`config.mk`:
```
export PLATFORM = sky130hd
export DESIGN_NAME = range_rng
export DESIGN_NICKNAME = d
export VERILOG_FILES = /design/src/rtl/range_rng.sv
export SDC_FILE = /design/constraint.sdc
export NUM_CORES = 1
export LEC_CHECK = 0
export ABC_AREA = 1
export BUFFER_PORTS_ARGS = -buffer_cell sky130_fd_sc_hd__buf_2
export CAP_MARGIN = 20
export CORE_ASPECT_RATIO = 2
export CORE_UTILIZATION = 30
export CTS_CLUSTER_DIAMETER = 30
export DETAILED_ROUTE_END_ITERATION = 10
export PLACE_DENSITY = 0.54
export REMOVE_ABC_BUFFERS = 1
export SETUP_SLACK_MARGIN = 0.05
export SLEW_MARGIN = 20
export SYNTH_ARGS = -nofsm -noshare
export SYNTH_HDL_FRONTEND = slang
export SYNTH_SLANG_ARGS = --single-unit
```
`constraint.sdc`:
```
create_clock -name clk -period 15.39 [get_ports clk]
set_input_delay 0.7695 -clock clk [delete_from_list [all_inputs] [get_ports clk]]
set_output_delay 0.7695 -clock clk [all_outputs]
set_load 0.02 [all_outputs]
```
`src/rtl/range_rng.sv`:
```
// range_rng: bounded random-number generator.
// A free-running Fibonacci LFSR is masked down to the smallest all-ones
// window covering (max - min). Candidates outside the range are rejected
// and a new one is taken on the next cycle. After MAX_TRIES rejections the
// last candidate is halved, which always lands inside the range.
module range_rng #(
  parameter int              WIDTH     = 16,
  parameter logic [WIDTH-1:0] SEED     = {{(WIDTH-1){1'b0}}, 1'b1},
  parameter int              MAX_TRIES = 8
) (
  input  logic             clk,
  input  logic             reset,
  input  logic             seed_load,
  input  logic [WIDTH-1:0] seed_in,
  input  logic             req,
  input  logic [WIDTH-1:0] min,
  input  logic [WIDTH-1:0] max,
  output logic             busy,
  output logic             valid,
  output logic [WIDTH-1:0] random_number,
  output logic             range_err
);

  // Tap masks (bit n-1 for term x^n) for the supported widths.
  localparam logic [31:0] TAPS_ALL = (WIDTH == 8)  ? 32'h0000_00B8 :
                                     (WIDTH == 16) ? 32'h0000_D008 :
                                                     32'h8020_0003;
  localparam logic [WIDTH-1:0] TAPS     = TAPS_ALL[WIDTH-1:0];
  localparam logic [8:0]       LAST_TRY = 9'(MAX_TRIES);

  typedef enum logic {IDLE, SAMPLE} state_t;

  state_t           state;
  logic [WIDTH-1:0] lfsr;
  logic [WIDTH-1:0] min_l;
  logic [WIDTH-1:0] max_l;
  logic [WIDTH-1:0] range_w;
  logic [WIDTH-1:0] mask_w;
  logic [WIDTH-1:0] cand;
  logic [7:0]       tries;
  logic             last_try;
  logic             fb;

  // Smear the highest set bit downward: gives the smallest 2^k-1 >= r.
  function automatic logic [WIDTH-1:0] fill_mask(input logic [WIDTH-1:0] r);
    logic [WIDTH-1:0] m;
    m = r;
    for (int s = 1; s < WIDTH; s = s * 2) begin
      m = m | (m >> s);
    end
    return m;
  endfunction

  assign fb       = ^(lfsr & TAPS);
  assign range_w  = max_l - min_l;
  assign mask_w   = fill_mask(range_w);
  assign cand     = lfsr & mask_w;
  assign last_try = (({1'b0, tries} + 9'd1) == LAST_TRY);

  // LFSR steps every cycle; a zero seed would lock it up, so SEED replaces it.
  always_ff @(posedge clk) begin
    if (!reset) begin
      lfsr <= SEED;
    end else if (seed_load) begin
      lfsr <= (seed_in == '0) ? SEED : seed_in;
    end else begin
      lfsr <= {lfsr[WIDTH-2:0], fb};
    end
  end

  // Bounds are captured once per accepted request and held until it completes.
  always_ff @(posedge clk) begin
    if (state == IDLE && req) begin
      min_l <= min;
      max_l <= max;
    end
  end

  // Request FSM: accept in IDLE, draw/reject candidates in SAMPLE.
  always_ff @(posedge clk) begin
    if (!reset) begin
      state         <= IDLE;
      busy          <= 1'b0;
      valid         <= 1'b0;
      range_err     <= 1'b0;
      random_number <= '0;
      tries         <= '0;
    end else begin
      valid     <= 1'b0;
      range_err <= 1'b0;
      case (state)
        IDLE: begin
          if (req) begin
            tries <= '0;
            state <= SAMPLE;
            busy  <= 1'b1;
          end
        end
        SAMPLE: begin
          if (max_l < min_l) begin
            random_number <= min_l;
            valid         <= 1'b1;
            range_err     <= 1'b1;
            state         <= IDLE;
            busy          <= 1'b0;
          end else if (cand <= range_w) begin
            random_number <= min_l + cand;
            valid         <= 1'b1;
            state         <= IDLE;
            busy          <= 1'b0;
          end else if (last_try) begin
            // cand <= mask <= 2*range, so cand/2 never exceeds range.
            random_number <= min_l + (cand >> 1);
            valid         <= 1'b1;
            state         <= IDLE;
            busy          <= 1'b0;
          end else begin
            tries <= tries + 8'd1;
          end
        end
        default: begin
          state <= IDLE;
          busy  <= 1'b0;
        end
      endcase
    end
  end

endmodule

```
==> results of run 1 <==
[power breakdown]
| group | switching [mW] | total [mW] | internal (mW) |
|---|---|---|---|
| sequential | 0.0113 | 0.237 | 0.226 |
| combinational | 0.138 | 0.209 | 0.0714 |
| clock | 0.0842 | 0.209 | 0.125 |
[layer usage]
| metal | part of all wire | vias to the layer above | GRT usage |
|---|---|---|---|
| met5 | 0 | - | 0 |
| met4 | 0.053 | 0 | 0.108 |
| met3 | 0.031 | 42 | 0.0275 |
| li1 | - | 2621 | - |
| met1 | 0.35 | 2232 | 0.159 |
| met2 | 0.57 | 107 | 0.355 |
[logic make-up after synthesis]
group	Yosys count	share of synthesized area
compound gates	117	0.119
fa+ha+maj	51	0.120
mux	4	0.00737
buf+inv	121	0.0877
xor+xnor	23	0.0371
flops	76	0.339
simple gates	356	0.290
[worst reg2reg max path: cells and delay by family (launching register included)]
kind / cells / cell delay [ns]
flops: 1 / 0.42
fa+ha+maj: 4 / 1.26
buf+inv: 4 / 0.52
xor+xnor: 1 / 0.54
simple gates: 23 / 2.81
compound gates: 5 / 1.06
[area by class of cell]
type	count	area [µm²]
Clock inverter	5	53.8
Sequential cell	76	1840
Fill cell	1940	11500
Timing Repair Buffer	71	358
Clock buffer	11	233
Tap cell	213	267
Inverter	107	404
Multi-Input combinational cell	551	3120
[through the flow]
stage / utilization / power [mW]
after floorplan: - / 0.385
after global placement: 0.337 / 0.451
after detailed placement: 0.337 / 0.451
after CTS: 0.353 / 0.664
after global routing: 0.353 / 0.696
final: 0.353 / 0.656
[how the worst min path moves through the flow]
stage | slack [ns] | startpoint | endpoint
floorplan | 0.47 | tries[7] | tries[7]
global placement | 0.43 | random_number[11] | random_number[11]
global route | 0.46 | random_number[8] | random_number[8]
detailed placement | 0.44 | random_number[11] | random_number[11]
CTS | 0.45 | random_number[11] | random_number[11]
finish | 0.45 | random_number[11] | random_number[11]
[sequential cells by signal, summed over array words and instances (netlist names)]
register,cells
state,1
min_l,16
valid,1
range_err,1
max_l,16
lfsr,16
tries,8
busy,1
random_number,16
[cells in the mapped netlist, types with 3 or more instances]
library cell,instances
clkbuf_1,7
and2_1,6
nor2_1,50
nand3_1,70
nand3b_1,6
xnor2_1,13
o21a_1,3
nand2_2,7
a21oi_1,53
nor4_1,5
inv_2,5
buf_2,4
o211ai_1,8
nor2_4,3
or2_2,3
o21ai_0,41
nor3_1,5
edfxtp_1,32
mux2i_1,4
inv_1,100
nand4_1,13
ha_1,49
a21boi_0,3
nand2_1,184
xor2_1,10
dfxtp_1,44
==> metrics.csv, run 1 <==
stage,metric,value,unit
outcome,status,finished clean,
placement,RD Place Congestion,0.903,
sta,RSZ-0062 raised after global routing,false,
synthesis,"area leader, netlist",edfxtp_1,
critical_path,worst path arrival time,6.97,ns
clock_network,clk sinks,76,
global_route,number of global-route vias before repair,4857,
critical_path,FF-to-FF End,random_number[10],
critical_path,Critical Path Fanout Max,24,
hold_path,depth of the worst hold-timing path,2,
sta,final setup fails,0,
clock_network,post-CTS setup buffer count,0,
placement,placed cells,1018,
sta,tightest hold margin,0.449,ns
placement,Final HPWL DP,13.1,mm
drt,DRT Wirelength,15.9,mm
final_layout,final cell count without fillers,1034,
synthesis,Cell variety after synth,41,
floorplanning,Die W,97.2,µm
synthesis,Synth Instances,748,
critical_path,cell family with most CP delay,simple AND/OR/NAND/NOR gates,
critical_path,CP Capture Point,random_number[10],
global_route,"Remaining Overflow, GRT",0,
clock_network,clk_lat worst skew,0.35,ns
synthesis,most used flip-flop cell after synthesis,dfxtp_1,
drt,Pre-Repair DR Iteration Count,5,
power_and_ir_drop,VDD IR-drop max,63.2,µV
floorplanning,core area,17800,µm²
sta,clock skew,0.00870,ns
critical_path,slowest cell on the critical path,xnor2_1,
hold_path,HP Class,reg2reg,
placement,Buffers on Ports,70,
critical_path,internal reg-to-reg setup slack,8.66,ns
drt,routed vias,5002,
sta,worst setup margin,8.66,ns
clock_network,post_cts resized,0,
power_and_ir_drop,PwrDens,104,nW/µm²
final_layout,"commonest cells after routing, fill and taps aside","nand2_1 (184), inv_1 (100), nand3_1 (70), buf_2 (70), a21oi_1 (53)",
synthesis,Syn Std Cell Area,5440,µm²
critical_path,WS Path Type,reg2reg,
synthesis,"Seq/Total Area, Yosys",0.339,
critical_path,reg2reg path depth,37,
global_route,largest net degree at the start of global routing,33,
sta,fin. max-slew vios,0,
critical_path,Critical R2R Launch,min_l[5],
critical_path,Setup crit start,min_l[5],
clock_network,clock transition at the registers of the reported paths,0.06,ns
floorplanning,Core Rows,69,
critical_path,max incr delay on CP,0.54,ns
synthesis,YS warnings,0,
synthesis,Avg Inst Size Synth,7.27,µm²
sta,fin crit period,6.73,ns
sta,Setup TNS,0,ns
synthesis,Post-synth ARST share,0,
final_layout,Final #Nets,919,
drt,Via density,4.84,
floorplanning,I/O pins,71,
final_layout,layout cells sized above 1,0.134,
floorplanning,Die ar.,18700,µm²
final_layout,fin area,6280,µm²
power_and_ir_drop,Leak,3.11,nW
drt,Post-DRT Antenna Nets,0,
global_route,initial antenna violation count,0,
clock_network,CTS tree,built,
floorplanning,initial core utilization,0.306,
final_layout,area grow syn2layout,15.6,%
placement,placed cell area,5990,µm²
clock_network,H-Tree Depth,3,
critical_path,Worst Setup End Kind,flip-flop,
sta,Tightest Pin Transition,0.649,ns
sta,Worst slew margin,0.564,
floorplanning,Chip Height,192,µm
clock_network,CTS Buf Count,9,
synthesis,top post-synthesis cells by area,"edfxtp_1 (18%), dfxtp_1 (16%), nand2_1 (13%)",
drt,drt drc,0,
drt,1st-iter DRT viols,230,
drt,per-cell routed wire length,15.4,µm
final_layout,"commonest non-fill, non-tap cell in the layout",nand2_1,
critical_path,startpoint types,flip-flop,
global_route,GRT Util Overall,0.175,
synthesis,"EDFF count, synth",32,
synthesis,"flops & latches, synth",76,
sta,final hold vios,0,
clock_network,CTS Root Cell,clkbuf_16,
synthesis,Yosys top cell area share,0.177,
global_route,global-route wire length before repair,24.6,mm
critical_path,worst endpoint required time,15.63,ns
sta,Final period util,0.437,
clock_network,hold buffers post-CTS,0,
clock_network,clock buffer depth,2,
sta,maximum operating frequency,149,MHz
job,Max Cap Viol,0,
final_layout,antenna diode count,0,
critical_path,Levels on crit path,37,
critical_path,Worst Path Buf+Inv,4,
critical_path,cell mode on critical path,nand2_1,
placement,dpl ws,8.70,ns
Note: power is estimated with default switching activity, not from simulation.
==> run 2, diff against run 1 <==
==> constraint.sdc (replaced) <==
create_clock -name clk -period 6.55 [get_ports clk]
set_input_delay 0.3275 -clock clk [delete_from_list [all_inputs] [get_ports clk]]
set_output_delay 0.3275 -clock clk [all_outputs]
set_load 0.02 [all_outputs]
==> run 2 against run 1 <==
  * Design area increased by 2.2%
  * Routed wire length increased by 1.3%
  * Critical path depth increased by 4
  * Setup slack got worse by 8.1 ns
  * Highest routed layer unchanged
  * First-iteration DRC count decreased by 2.2%
  * Total power increased by 140%
  * Sequential share of layout area decreased by 0.64 points
  * Fmax increased by 12%
  * Largest cell class unchanged
  * Die area unchanged
  * Critical endpoint unchanged
==> metrics.csv, run 2 (synthesized netlist as in run 1, its figures left out) <==
stage,metric,value,unit
outcome,status,finished clean,
floorplanning,I/O pins,71,
clock_network,hold buffers post-CTS,0,
sta,fin crit period,5.98,ns
placement,Final HPWL DP,13.1,mm
sta,Setup TNS,0,ns
drt,Via density,4.80,
clock_network,clock buffer depth,2,
power_and_ir_drop,power share of the clock group,0.317,
sta,worst setup margin,0.569,ns
sta,fin. max-slew vios,0,
critical_path,max incr delay on CP,0.43,ns
drt,per-cell routed wire length,15.4,µm
sta,Worst slew margin,0.554,
sta,final setup fails,0,
power_and_ir_drop,Comb power frac,0.330,
sta,clock skew,0.00823,ns
final_layout,"commonest cells after routing, fill and taps aside","nand2_1 (182), inv_1 (99), nand3_1 (70), buf_2 (70), a21oi_1 (52)",
placement,Buffers on Ports,70,
final_layout,Fillers,1928,
job,Max Cap Viol,0,
sta,Final period util,0.913,
placement,RD Place Congestion,0.869,
power_and_ir_drop,VDD IR-drop max,110,µV
drt,routed vias,5031,
sta,RSZ-0062 raised after global routing,false,
sta,maximum operating frequency,167,MHz
power_and_ir_drop,Internal Pwr Total,980,µW
global_route,number of global-route vias before repair,4963,
final_layout,"commonest non-fill, non-tap cell in the layout",nand2_1,
sta,Tightest Pin Transition,0.667,ns
power_and_ir_drop,PwrDens,245,nW/µm²
global_route,initial antenna violation count,0,
critical_path,startpoint types,flip-flop,
critical_path,Critical R2R Launch,min_l[0],
critical_path,FF-to-FF End,random_number[10],
final_layout,area grow syn2layout,18.1,%
sta,final hold vios,0,
clock_network,CTS tree,built,
power_and_ir_drop,sw frac,0.378,
global_route,largest net degree at the start of global routing,33,
critical_path,worst endpoint required time,6.80,ns
clock_network,CTS Root Cell,clkbuf_16,
clock_network,H-Tree Depth,3,
critical_path,slowest cell on the critical path,edfxtp_1,
floorplanning,initial core utilization,0.306,
drt,Pre-Repair DR Iteration Count,4,
floorplanning,Core Rows,69,
critical_path,Worst Setup End Kind,flip-flop,
placement,dpl ws,0.223,ns
power_and_ir_drop,Reg power frac,0.354,
global_route,"Remaining Overflow, GRT",0,
hold_path,Hold Path End,max_l[1],
floorplanning,core area,17800,µm²
drt,drt drc,0,
critical_path,cell mode on critical path,nand2_1,
critical_path,reg2reg path depth,41,
final_layout,antenna diode count,0,
clock_network,CTS Buf Count,9,
floorplanning,Die W,97.2,µm
global_route,GRT Util Overall,0.179,
clock_network,clock transition at the registers of the reported paths,0.07,ns
final_layout,Final #Nets,933,
critical_path,worst path arrival time,6.23,ns
hold_path,depth of the worst hold-timing path,1,
floorplanning,Die ar.,18700,µm²
hold_path,HP Class,in2reg,
drt,Post-DRT Antenna Nets,0,
hold_path,Hold Startpoint,max[1],
floorplanning,Chip Height,192,µm
power_and_ir_drop,Psw,594,µW
clock_network,clk_lat worst skew,0.36,ns
critical_path,WS Path Type,reg2reg,
critical_path,internal reg-to-reg setup slack,0.57,ns
critical_path,Critical Path Fanout Max,23,
drt,DRT Wirelength,16.1,mm
global_route,global-route wire length before repair,25.2,mm
drt,1st-iter DRT viols,225,
clock_network,clk sinks,76,
final_layout,layout cells sized above 1,0.160,
power_and_ir_drop,Leak,3.17,nW
-- run 2: cell types whose count changed in the layout (fill, tap and decap cells not counted), moves of 3 or more --
cell / previous run / this run
inv_6: 0 / 5
clkinvlp_4: 0 / 3
clkinv_2: 3 / 0
buf_4: 1 / 13
-- run 2: routing by layer --
layer  track usage  part of all wire  wire [µm]  vias up
met5             0                 0          0        -
met4         0.129             0.062        998        0
met3        0.0272             0.025        401       47
met2         0.347              0.56       8970       89
met1         0.168              0.36       5780     2254
li1              -                 -          -     2641
-- run 2: timing repair --
item	in CTS	in global routing
setup buffers	0	8
setup endpoints to repair	0	9
resized for setup	0	13
-- run 2: how the worst max path moves through the flow --
stage	from	end	slack, ns	cells after the start
2_1_floorplan	min_l[0]	random_number[10]	0.88	38
5_1_grt	min_l[0]	random_number[10]	0.06	41
3_3_place_gp	min_l[0]	random_number[10]	0.34	35
4_1_cts	min_l[0]	random_number[10]	0.19	35
3_5_place_dp	min_l[0]	random_number[10]	0.22	35
6_report	min_l[0]	random_number[10]	0.57	41
-- run 2: per-stage QoR --
step / power, mW / instance area [µm²] / hold slack [ns] / utilization / cells
6_report: 1.57 / 6420 / 0.139 / 0.361 / 1048
5_1_grt: 1.68 / 6420 / 0.132 / 0.361 / 1048
4_1_cts: 1.57 / 6310 / 0.129 / 0.355 / 1038
3_5_place_dp: 1.07 / 6020 / 0.440 / 0.339 / 1022
3_3_place_gp: 1.07 / 6020 / 0.432 / 0.339 / 1022
2_1_floorplan: 0.904 / 5360 / 0.421 / - / 734
-- run 2: cell type report --
type,count,area (µm²),area share
inverters,107,408,0.0635
well taps,213,267,0.0415
clock inverters,7,62.6,0.00974
repair buffers,83,448,0.0698
multi-input cells,552,3160,0.492
repair inverters,1,7.51,0.00117
flip-flops and latches,76,1840,0.287
clock buffers,9,225,0.0351
-- run 2: worst max-delay path, delay by kind of cell, from the launching register on --
kind	cells	cell delay (ns)
AND/OR/NAND/NOR	28	2.75
AO/OA/AOI/OAI	5	0.80
buffers and inverters	3	0.35
flip-flops	1	0.43
adder cells (fa/ha/maj)	5	1.55
-- run 2: power by group through the flow --
stage | clock network (mW) | logic, mW | registers (mW)
6_report | 0.498 | 0.519 | 0.557
5_1_grt | 0.528 | 0.587 | 0.560
4_1_cts | 0.510 | 0.503 | 0.558
3_5_place_dp | 0 | 0.499 | 0.568
3_3_place_gp | 0 | 0.498 | 0.568
2_1_floorplan | 0 | 0.333 | 0.571
